==> config.mk <==
export PLATFORM = sky130hd
export DESIGN_NAME = viterbi_seq_ctl_flat
export DESIGN_NICKNAME = d
export VERILOG_FILES = /design/src/rtl/viterbi_seq_ctl_if.sv /design/src/rtl/viterbi_seq_ctl.sv /design/src/flat_wrapper.sv
export SDC_FILE = /design/constraint.sdc
export NUM_CORES = 1
export LEC_CHECK = 0
export CORE_UTILIZATION = 25
export CTS_CLUSTER_SIZE = 24
export DETAILED_ROUTE_END_ITERATION = 8
export GPL_TIMING_DRIVEN = 0
export PLACE_DENSITY_LB_ADDON = 0.12
export SETUP_SLACK_MARGIN = 0.5
export SKIP_LAST_GASP = 1
export SYNTH_ARGS = -nofsm -noshare
export SYNTH_HDL_FRONTEND = slang
export SYNTH_SLANG_ARGS = --single-unit
==> constraint.sdc <==
create_clock -name Clock2 -period 1.9 [get_ports Clock2]
set_input_delay 0.475 -clock Clock2 [delete_from_list [all_inputs] [get_ports Clock2]]
set_output_delay 0.475 -clock Clock2 [all_outputs]
set_load 0.01 [all_outputs]
==> src/rtl/viterbi_seq_ctl_if.sv <==
// Upstream code-symbol handshake into the Viterbi symbol sequencer.
interface viterbi_seq_ctl_if #(
    parameter int WD_CODE = 2
);
    logic               InValid;
    logic [WD_CODE-1:0] InCode;
    logic               InReady;

    modport master (output InValid, output InCode, input InReady);
    modport slave  (input InValid, input InCode, output InReady);
endinterface

==> src/rtl/viterbi_seq_ctl.sv <==
// Symbol-level sequencer: holds one code symbol, sweeps the 2^WD_FSM ACS
// segments per symbol, and advances survivor pages / traceback requests.
module viterbi_seq_ctl #(
    parameter int WD_FSM   = 6,
    parameter int WD_CODE  = 2,
    parameter int WD_PAGE  = 5,
    parameter int TB_DEPTH = 32
) (
    input  logic               Clock2,
    input  logic               Reset,
    viterbi_seq_ctl_if.slave   symIn,
    output logic [WD_CODE-1:0] Code,
    output logic [WD_FSM-1:0]  ACSSegment,
    output logic               ACSEnable,
    output logic [WD_PAGE-1:0] ACSPage,
    output logic               SymbolDone,
    output logic               TBStart,
    output logic [WD_PAGE-1:0] TBPage,
    output logic               Busy
);
    localparam int                WD_CNT   = $clog2(TB_DEPTH + 1);
    localparam logic [WD_FSM-1:0] SEG_LAST = '1;
    localparam logic [WD_CNT-1:0] CNT_MAX  = WD_CNT'(TB_DEPTH);

    typedef enum logic {IDLE, RUN} state_t;

    state_t            state, stateNext;
    logic              codeValid;
    logic              segLast;
    logic              accept;
    logic              consume;
    logic              endEdge;
    logic [WD_CNT-1:0] symbolCount;

    assign segLast       = (ACSSegment == SEG_LAST);
    assign symIn.InReady = ~codeValid;
    assign accept        = symIn.InValid & ~codeValid;
    assign consume       = segLast & codeValid & ((state == IDLE) | ACSEnable);
    assign endEdge       = (state == RUN) & segLast;
    assign ACSEnable     = (state == RUN);
    assign Busy          = (state == RUN) | codeValid;

    always_ff @(posedge Clock2 or negedge Reset) begin
        if (!Reset) begin
            state <= IDLE;
        end else begin
            state <= stateNext;
        end
    end

    always_comb begin
        stateNext = state;
        case (state)
            IDLE:    if (consume) stateNext = RUN;
            RUN:     if (endEdge && !consume) stateNext = IDLE;
            default: stateNext = IDLE;
        endcase
    end

    // Wrapping from all-ones to zero doubles as the restart for a consumed symbol.
    always_ff @(posedge Clock2 or negedge Reset) begin
        if (!Reset) begin
            ACSSegment <= SEG_LAST;
        end else if (consume || (ACSEnable && !segLast)) begin
            ACSSegment <= ACSSegment + WD_FSM'(1);
        end
    end

    always_ff @(posedge Clock2 or negedge Reset) begin
        if (!Reset) begin
            Code      <= '0;
            codeValid <= 1'b0;
        end else if (accept) begin
            Code      <= symIn.InCode;
            codeValid <= 1'b1;
        end else if (consume) begin
            codeValid <= 1'b0;
        end
    end

    always_ff @(posedge Clock2 or negedge Reset) begin
        if (!Reset) begin
            ACSPage     <= '0;
            TBPage      <= '0;
            symbolCount <= '0;
            SymbolDone  <= 1'b0;
            TBStart     <= 1'b0;
        end else begin
            SymbolDone <= endEdge;
            // Post-increment count reaching TB_DEPTH means the pre-increment one is TB_DEPTH-1.
            TBStart    <= endEdge && (symbolCount >= CNT_MAX - WD_CNT'(1));
            if (endEdge) begin
                ACSPage <= ACSPage + WD_PAGE'(1);
                TBPage  <= ACSPage;
                if (symbolCount != CNT_MAX) begin
                    symbolCount <= symbolCount + WD_CNT'(1);
                end
            end
        end
    end
endmodule

==> src/flat_wrapper.sv <==
// flat-port wrapper written by rule: the top's interface ports become plain ports
module viterbi_seq_ctl_flat 
#(
    parameter int WD_FSM   = 6,
    parameter int WD_CODE  = 2,
    parameter int WD_PAGE  = 5,
    parameter int TB_DEPTH = 32
)
  (Clock2, Reset, Code, ACSSegment, ACSEnable, ACSPage, SymbolDone, TBStart, TBPage, Busy, symIn_InValid, symIn_InCode, symIn_InReady);
  viterbi_seq_ctl_if #(.WD_CODE(WD_CODE)) symIn_i ();
  input  logic Clock2;
  input  logic Reset;
  output logic [WD_CODE-1:0] Code;
  output logic [WD_FSM-1:0] ACSSegment;
  output logic ACSEnable;
  output logic [WD_PAGE-1:0] ACSPage;
  output logic SymbolDone;
  output logic TBStart;
  output logic [WD_PAGE-1:0] TBPage;
  output logic Busy;
  input wire logic [$bits(symIn_i.InValid)-1:0] symIn_InValid;
  input wire logic [$bits(symIn_i.InCode)-1:0] symIn_InCode;
  output wire logic [$bits(symIn_i.InReady)-1:0] symIn_InReady;
  assign symIn_i.InValid = symIn_InValid;
  assign symIn_i.InCode = symIn_InCode;
  assign symIn_InReady = symIn_i.InReady;
  viterbi_seq_ctl #(.WD_FSM(WD_FSM), .WD_CODE(WD_CODE), .WD_PAGE(WD_PAGE), .TB_DEPTH(TB_DEPTH)) u_core (.Clock2(Clock2), .Reset(Reset), .symIn(symIn_i), .Code(Code), .ACSSegment(ACSSegment), .ACSEnable(ACSEnable), .ACSPage(ACSPage), .SymbolDone(SymbolDone), .TBStart(TBStart), .TBPage(TBPage), .Busy(Busy));
endmodule
==> implementation parameters, run 1 <==
Parameter                              Value

GRT
  Wire length of the first global-routing pass    around 4700 um
  Global Route Usage Sum    0.114
  Global route overflow    0
  Pin count of the biggest net entering global routing    29
  Number of antenna violations at the first check in global routing    0
  Number of global-route vias before repair    between 1000 and 1500

CTS
  H-tree lvl count    1
  Clock slew at reported path FFs    around 90 ps
  Max Root-Sink Buffers    2
  Clock sinks    28
  CTS Root Cell    clkbuf_8
  Hold Buf Count CTS    0
  Clock buffers created by TritonCTS    3
  Clock tree from TritonCTS    built
  Insertion delay to the later sink of the worst-skew pair    between 200 and 300 ps

Yosys
  Primary flip-flop cell chosen by synthesis mapping    dfrtp_1
  Sequential area share after synthesis    0.570
  Mean cell area of the mapped netlist    ~13 um^2
  Number of library cell types mapped by synthesis    26
  Asr flop ratio synth    1.00
  Register bit total from synthesis    28
  Mapped Nets    between 100 and 150
  Number of enable-type register cells in the synthesized netlist    0
  Number of instances in the synthesized netlist    between 90 and 100
  Warnings, synthesis    0
  Area of the mapped netlist    ~1200 um^2

Timing
  Pins Over Slew Limit    0
  Worst setup skew after layout    4.07 ps
  PnR worst setup slack    187 ps
  Setup-violating endpoint count in the final report    0
  Worst-Margin Slew    between 600 and 700 ps
  Final Cycle Share    0.902
  RSZ-0062 raised after global routing    yes
  Number of hold-slack violations in the final timing report    0
  Total negative setup slack    0 ps
  Worst slew slack as a fraction of its limit    0.538
  Timing-limited maximum frequency    between 0.5 and 0.6 GHz
  Final worst path period need    1710 ps

Route
  Antenna Nets Post-Route    0
  Total wirelength of the detailed-routed design    between 2000 and 3000 um
  Initial drt markers    33
  Via/cell ratio    between 4 and 5
  DRC violation count after routing    0
  Via count    a little over 900
  Wire per inst    ~12 um
  Detailed-router iteration count before antenna repair    4

Placement
  Setup Slack @ Placement    -147 ps
  Placed Instance Area    ~1600 um^2
  Gp weighted congestion    0.730
  Count of input and output buffers    27
  Number of cells in the design after placement    around 190
  Post-DP HPWL    1640 um

Final layout
  Number of antenna repair diodes    0
  Net count reported at finish    between 150 and 200
  Proportion of layout cells with a drive suffix above 1    0.562
  Highest-count cells in the layout ignoring fill and taps    22 x dfrtp_1, 20 x buf_4, 14 x buf_6
  Share of the core filled with cells in the final layout    0.404
  Most frequent standard cell in the layout excluding fill and tap cells    dfrtp_1
  FILL cells    roughly 490
  Final instance area    around 1900 um^2
  Number of non-filler instances in the completed layout    220
  Area growth from synthesis to layout    54.5%

Outcome
  Outcome    completed

Die
  Die area    between 5000 and 6000 um^2
  Width of the chip    just over 70 um
  Placeable Area    about 4800 um^2
  Starting density of the core    0.261
  Chip height    around 72 um
  Count of pins on the block boundary    28
  Number of cell rows    25

Hold path
  Tightest Hold Check Type    primary input to asynchronous set/reset pin

Power and ir drop
  Static leakage    roughly 0.94 nW
  Power per cell area    ~520 nW/um^2
  Highest ir drop seen on vdd    ~240 uV

Critical path
  Destination of the worst register-to-register timing path    u_core.TBPage[3]$_DFFE_PN0P_
  Worst EP required    around 2100 ps
  Crit Reg-Reg Startpoint    u_core.ACSSegment[1]$_DFFE_PN1P_
  Worst setup SP type    flop
  Critical path class    flop to flop
  CP endpoint kind    flop
  Cell depth of the worst flop-to-flop path    6
  Reg2reg setup slack    roughly 190 ps
  Critical path arrival    around 1900 ps
  Largest fanout of any net on the critical path    9

Flow run
  Count of maximum capacitance violations    0
[cell type report]
class,count,area [um^2],share of cell area
Buffer,1,15.0,0.00782
Tap cell,67,83.8,0.0437
Sequential cell,28,708,0.369
Timing Repair Buffer,55,479,0.250
Inverter,5,21.3,0.0111
Clock buffer,4,55.1,0.0287
Multi-Input combinational cell,60,557,0.290
[metal layers]
layer | wire length, um | vias to the layer above | global-route usage
met5 | 0 | - | 0
met4 | 15 | 0 | 0.0414
met3 | 83 | 2 | 0.0222
met2 | 1350 | 17 | 0.189
met1 | 1220 | 460 | 0.148
li1 | - | 449 | -
[critical path, cell delays in order (launching register included)]
cell     delay (ps)
dfstp_2         570
ha_4            150
nand3_4          90
nor3_4          240
buf_12          160
buf_8           110
mux2_4          290
[sequential cells by signal, summed over array words and instances, names as in the netlist]
signal	flops
u_core.TBPage	5
u_core.Code	2
u_core.symbolCount	6
u_core.TBStart	1
u_core.codeValid	1
u_core.ACSEnable	1
u_core.ACSPage	5
u_core.SymbolDone	1
u_core.ACSSegment	6
[synth_stat cells, drive strengths merged, types with 3 or more instances]
library cell / n / share of area
nand2: 6 / 0.018
mux2: 11 / 0.10
nand4: 5 / 0.025
inv: 5 / 0.015
xnor2: 8 / 0.056
dfrtp: 22 / 0.44
dfstp: 6 / 0.13
xor2: 3 / 0.021
o21ai: 4 / 0.016
ha: 4 / 0.040
a21boi: 3 / 0.018
[worst max path at each step]
stage,startpoint,depth (start not counted),slack [ps],endpoint
after floorplan,u_core.ACSSegment[0]$_DFFE_PN1P_,5,200,u_core.ACSSegment[1]$_DFFE_PN1P_
after global placement,Reset,1,-150,u_core.symbolCount[3]$_DFFE_PN0P_
after detailed placement,Reset,1,-150,u_core.TBStart$_DFF_PN0_
after CTS,u_core.ACSSegment[1]$_DFFE_PN1P_,6,210,u_core.TBPage[3]$_DFFE_PN0P_
after global routing,u_core.ACSSegment[1]$_DFFE_PN1P_,8,120,u_core.ACSPage[2]$_DFFE_PN0P_
final,u_core.ACSSegment[1]$_DFFE_PN1P_,6,190,u_core.TBPage[3]$_DFFE_PN0P_
[power breakdown]
group	total [mW]	internal, mW	leakage (nW)	switching [mW]
combinational	0.0329	0.0146	0.556	0.0183
sequential	0.604	0.602	0.360	0.00230
clock	0.364	0.185	0.0288	0.179
[cells by family after synthesis]
logic type,after synthesis,synth area share
buffers and inverters,6,0.0242
adders and majority gates,4,0.0403
and+or+nand+nor,22,0.123
muxes,12,0.111
DFF,28,0.570
xor gates and xnor gates,11,0.0775
AOI/OAI and AO/OA,11,0.0544
[repair_timing]
item	CTS	global route
pin swaps	3	6
gates cloned	0	1
resized for setup	74	34
setup endpoints to repair	75	46
buffers inserted	22	5
[per-stage QoR]
stage          hold slack [ps]  total power, mW
5_1_grt                    389             1.05
2_1_floorplan              179            0.623
4_1_cts                    366             1.02
3_3_place_gp               476            0.655
6_report                   334             1.00
3_5_place_dp               490            0.656
Power figures use the tool's default switching activity.
==> run 2: changes to the inputs <==
Settings changed: ABC_CLOCK_PERIOD_IN_PS from default to 1900.
==> results of run 2 <==
Same layout as run 1: the final DEF is identical, and so are final timing and power.
==> run 3: changes to the inputs <==
Settings changed: CORE_MARGIN from default to 2, CORE_UTILIZATION 25 to 44.
==> run 3 against run 2 <==
Compared with the run above: sequential share of layout area shrank 0.76 points; clock skew rose by 6.0 ps; core utilization rose by 32 points; sequential cell count is the same; final cell count decreased by 12%; clock-buffer cell count is 1 lower; setup slack worse by 11 ps; non-clock buffer count is 10 higher.
==> implementation parameters, run 3 (synthesized netlist as in run 1, its figures left out) <==
Parameter                              Value

Outcome
  Outcome    completed

GRT
  Global route overflow    0 (unchanged)
  Pin count of the biggest net entering global routing    29 (unchanged)
  Wire length of the first global-routing pass    4620 um (-1.0%)
  Number of global-route vias before repair    994 (-5.6%)
  Number of antenna violations at the first check in global routing    0 (unchanged)
  Global Route Usage Sum    0.187 (+0.0728)

CTS
  Clock buffers created by TritonCTS    3 (unchanged)
  H-tree lvl count    1 (unchanged)
  Clock tree from TritonCTS    built
  Insertion delay to the later sink of the worst-skew pair    340 ps (+70 ps)
  Clock sinks    28 (unchanged)
  CTS Root Cell    clkbuf_4
  Max Root-Sink Buffers    2 (unchanged)
  Clock slew at reported path FFs    150 ps (+60 ps)

Critical path
  Critical path class    flop to flop
  Worst EP required    2180 ps (+120 ps)
  Largest fanout of any net on the critical path    5 (-4)
  CP endpoint kind    flop
  Critical path arrival    2000 ps (+120 ps)
  Worst setup SP type    flop

Final layout
  Net count reported at finish    173 (+6.1%)
  Highest-count cells in the layout ignoring fill and taps    26 x buf_4, 22 x buf_6, 21 x dfrtp_1
  Number of non-filler instances in the completed layout    194 (-12%)
  Number of antenna repair diodes    0 (unchanged)
  Share of the core filled with cells in the final layout    0.724 (+0.321)
  Most frequent standard cell in the layout excluding fill and tap cells    buf_4
  FILL cells    180 (-63%)
  Largest registers    u_core.ACSSegment (6), u_core.symbolCount (6)
  Area growth from synthesis to layout    58.0%
  Proportion of layout cells with a drive suffix above 1    0.626 (+0.0637)

Timing
  Worst-Margin Slew    689 ps (-4.22 ps)
  Worst setup skew after layout    10.1 ps (+6.03 ps)
  Total negative setup slack    0 ps (unchanged)
  RSZ-0062 raised after global routing    yes
  Setup-violating endpoint count in the final report    0 (unchanged)
  Worst slew slack as a fraction of its limit    0.541 (+0.00281)
  Final Cycle Share    0.907 (+0.00595)
  Pins Over Slew Limit    0 (unchanged)
  Final worst path period need    1720 ps (+11.3 ps)
  Number of hold-slack violations in the final timing report    0 (unchanged)
  Timing-limited maximum frequency    0.580 GHz (-0.66%)

Power and ir drop
  Power per cell area    524 nW/um^2 (+0.37%)
  Highest ir drop seen on vdd    535 uV (+120%)
  Power after layout    1.03 mW (+2.7%)
  Static leakage    1.02 nW (+8.4%)

Die
  Width of the chip    57.1 um (-21%)
  Number of cell rows    19 (-24%)
  Die area    3260 um^2 (-38%)
  Count of pins on the block boundary    28 (unchanged)
  Starting density of the core    0.458 (+0.197)
  Placeable Area    2710 um^2 (-43%)
  Chip height    57.1 um (-21%)

Flow run
  Count of maximum capacitance violations    0 (unchanged)

Placement
  Post-DP HPWL    1500 um (-8.4%)
  Count of input and output buffers    27 (unchanged)
  Gp weighted congestion    0.790 (+8.2%)
  Number of cells in the design after placement    152 (-19%)

Route
  Antenna Nets Post-Route    0 (unchanged)
  Total wirelength of the detailed-routed design    3160 um (+19%)
  Via count    991 (+6.8%)
  DRC violation count after routing    0 (unchanged)
  Initial drt markers    52 (+58%)
  Detailed-router iteration count before antenna repair    4 (unchanged)
  Wire per inst    16.3 um (+34%)
  Via/cell ratio    5.11 (+21%)

Hold path
  Tightest Hold Check Type    primary input to asynchronous set/reset pin
-- run 3: changes by cell type in the layout (fill, tap and decap cells not counted), moves of 2 or more --
cell	change
buf_2	+11
clkbuf_2	-9
buf_6	+8
buf_4	+6
clkbuf_8	-4
mux2_2	-4
mux2_4	+4
clkbuf_4	+3
clkdlybuf4s15_1	-2
nand2_4	+2
-- run 3: worst max-delay path: stages, from the launching register on --
cell     delay, ps
dfstp_2        590
ha_4           150
nand3_4         90
or3_4          370
and2_4         170
mux2_4         290
-- run 3: where the power goes --
group | leakage (nW) | total [mW] | internal, mW | switching (mW)
clock | 0.0279 | 0.391 | 0.214 | 0.178
combinational | 0.638 | 0.0319 | 0.0139 | 0.0180
sequential | 0.359 | 0.604 | 0.602 | 0.00220
-- run 3: repair_timing --
item | in CTS | in global routing
resized for setup | 112 | 26
gates cloned | 1 | 0
hold buffers | 0 | 0
setup buffers | 26 | 11
setup endpoints to repair | 69 | 35
hold endpoints to repair | 0 | 0
pin swaps | 5 | 4
-- run 3: area by class of cell --
cell class / instances / area (um^2) / area share
plain buffers: 1 / 11.3 / 0.00574
clock buffers: 3 / 22.5 / 0.0115
clock inverters: 1 / 30.0 / 0.0153
inverters: 5 / 21.3 / 0.0108
multi-input cells: 60 / 593 / 0.302
flip-flops and latches: 28 / 709 / 0.361
well taps: 31 / 38.8 / 0.0198
repair buffers: 65 / 537 / 0.273
-- run 3: layer usage --
metal | share of wire | track usage | wire length (um) | vias to the layer above
met3 | 0.038 | 0.0249 | 119 | 9
met4 | 0.033 | 0.103 | 105 | 0
met5 | 0 | 0 | 0 | -
met2 | 0.51 | 0.296 | 1620 | 21
met1 | 0.42 | 0.251 | 1320 | 495
li1 | - | - | - | 466
-- run 3: per-stage QoR --
| step | setup WS (ps) | instance area [um^2] | hold WS (ps) |
|---|---|---|---|
| floorplan | 202 | 1260 | 179 |
| global placement | -51.1 | 1570 | 474 |
| detailed placement | -42.8 | 1570 | 476 |
| CTS | 190 | 1800 | 520 |
| global route | 134 | 1960 | 189 |
| finish | 176 | 1960 | 143 |
-- run 3: final timing paths --
path	from	endpoint	slack, ps	cells after the start
setup / recovery	u_core.ACSSegment[1]$_DFFE_PN1P_	u_core.ACSSegment[1]$_DFFE_PN1P_	180	5
hold / removal	Reset	u_core.TBPage[3]$_DFFE_PN0P_	140	1
setup reg to reg	u_core.ACSSegment[1]$_DFFE_PN1P_	u_core.ACSSegment[1]$_DFFE_PN1P_	180	5
hold reg to reg	u_core.Code[0]$_DFFE_PN0P_	u_core.Code[0]$_DFFE_PN0P_	520	1
max in group asynchronous	Reset	u_core.symbolCount[0]$_DFFE_PN0P_	1280	1
min in group Clock2	u_core.Code[0]$_DFFE_PN0P_	u_core.Code[0]$_DFFE_PN0P_	520	1
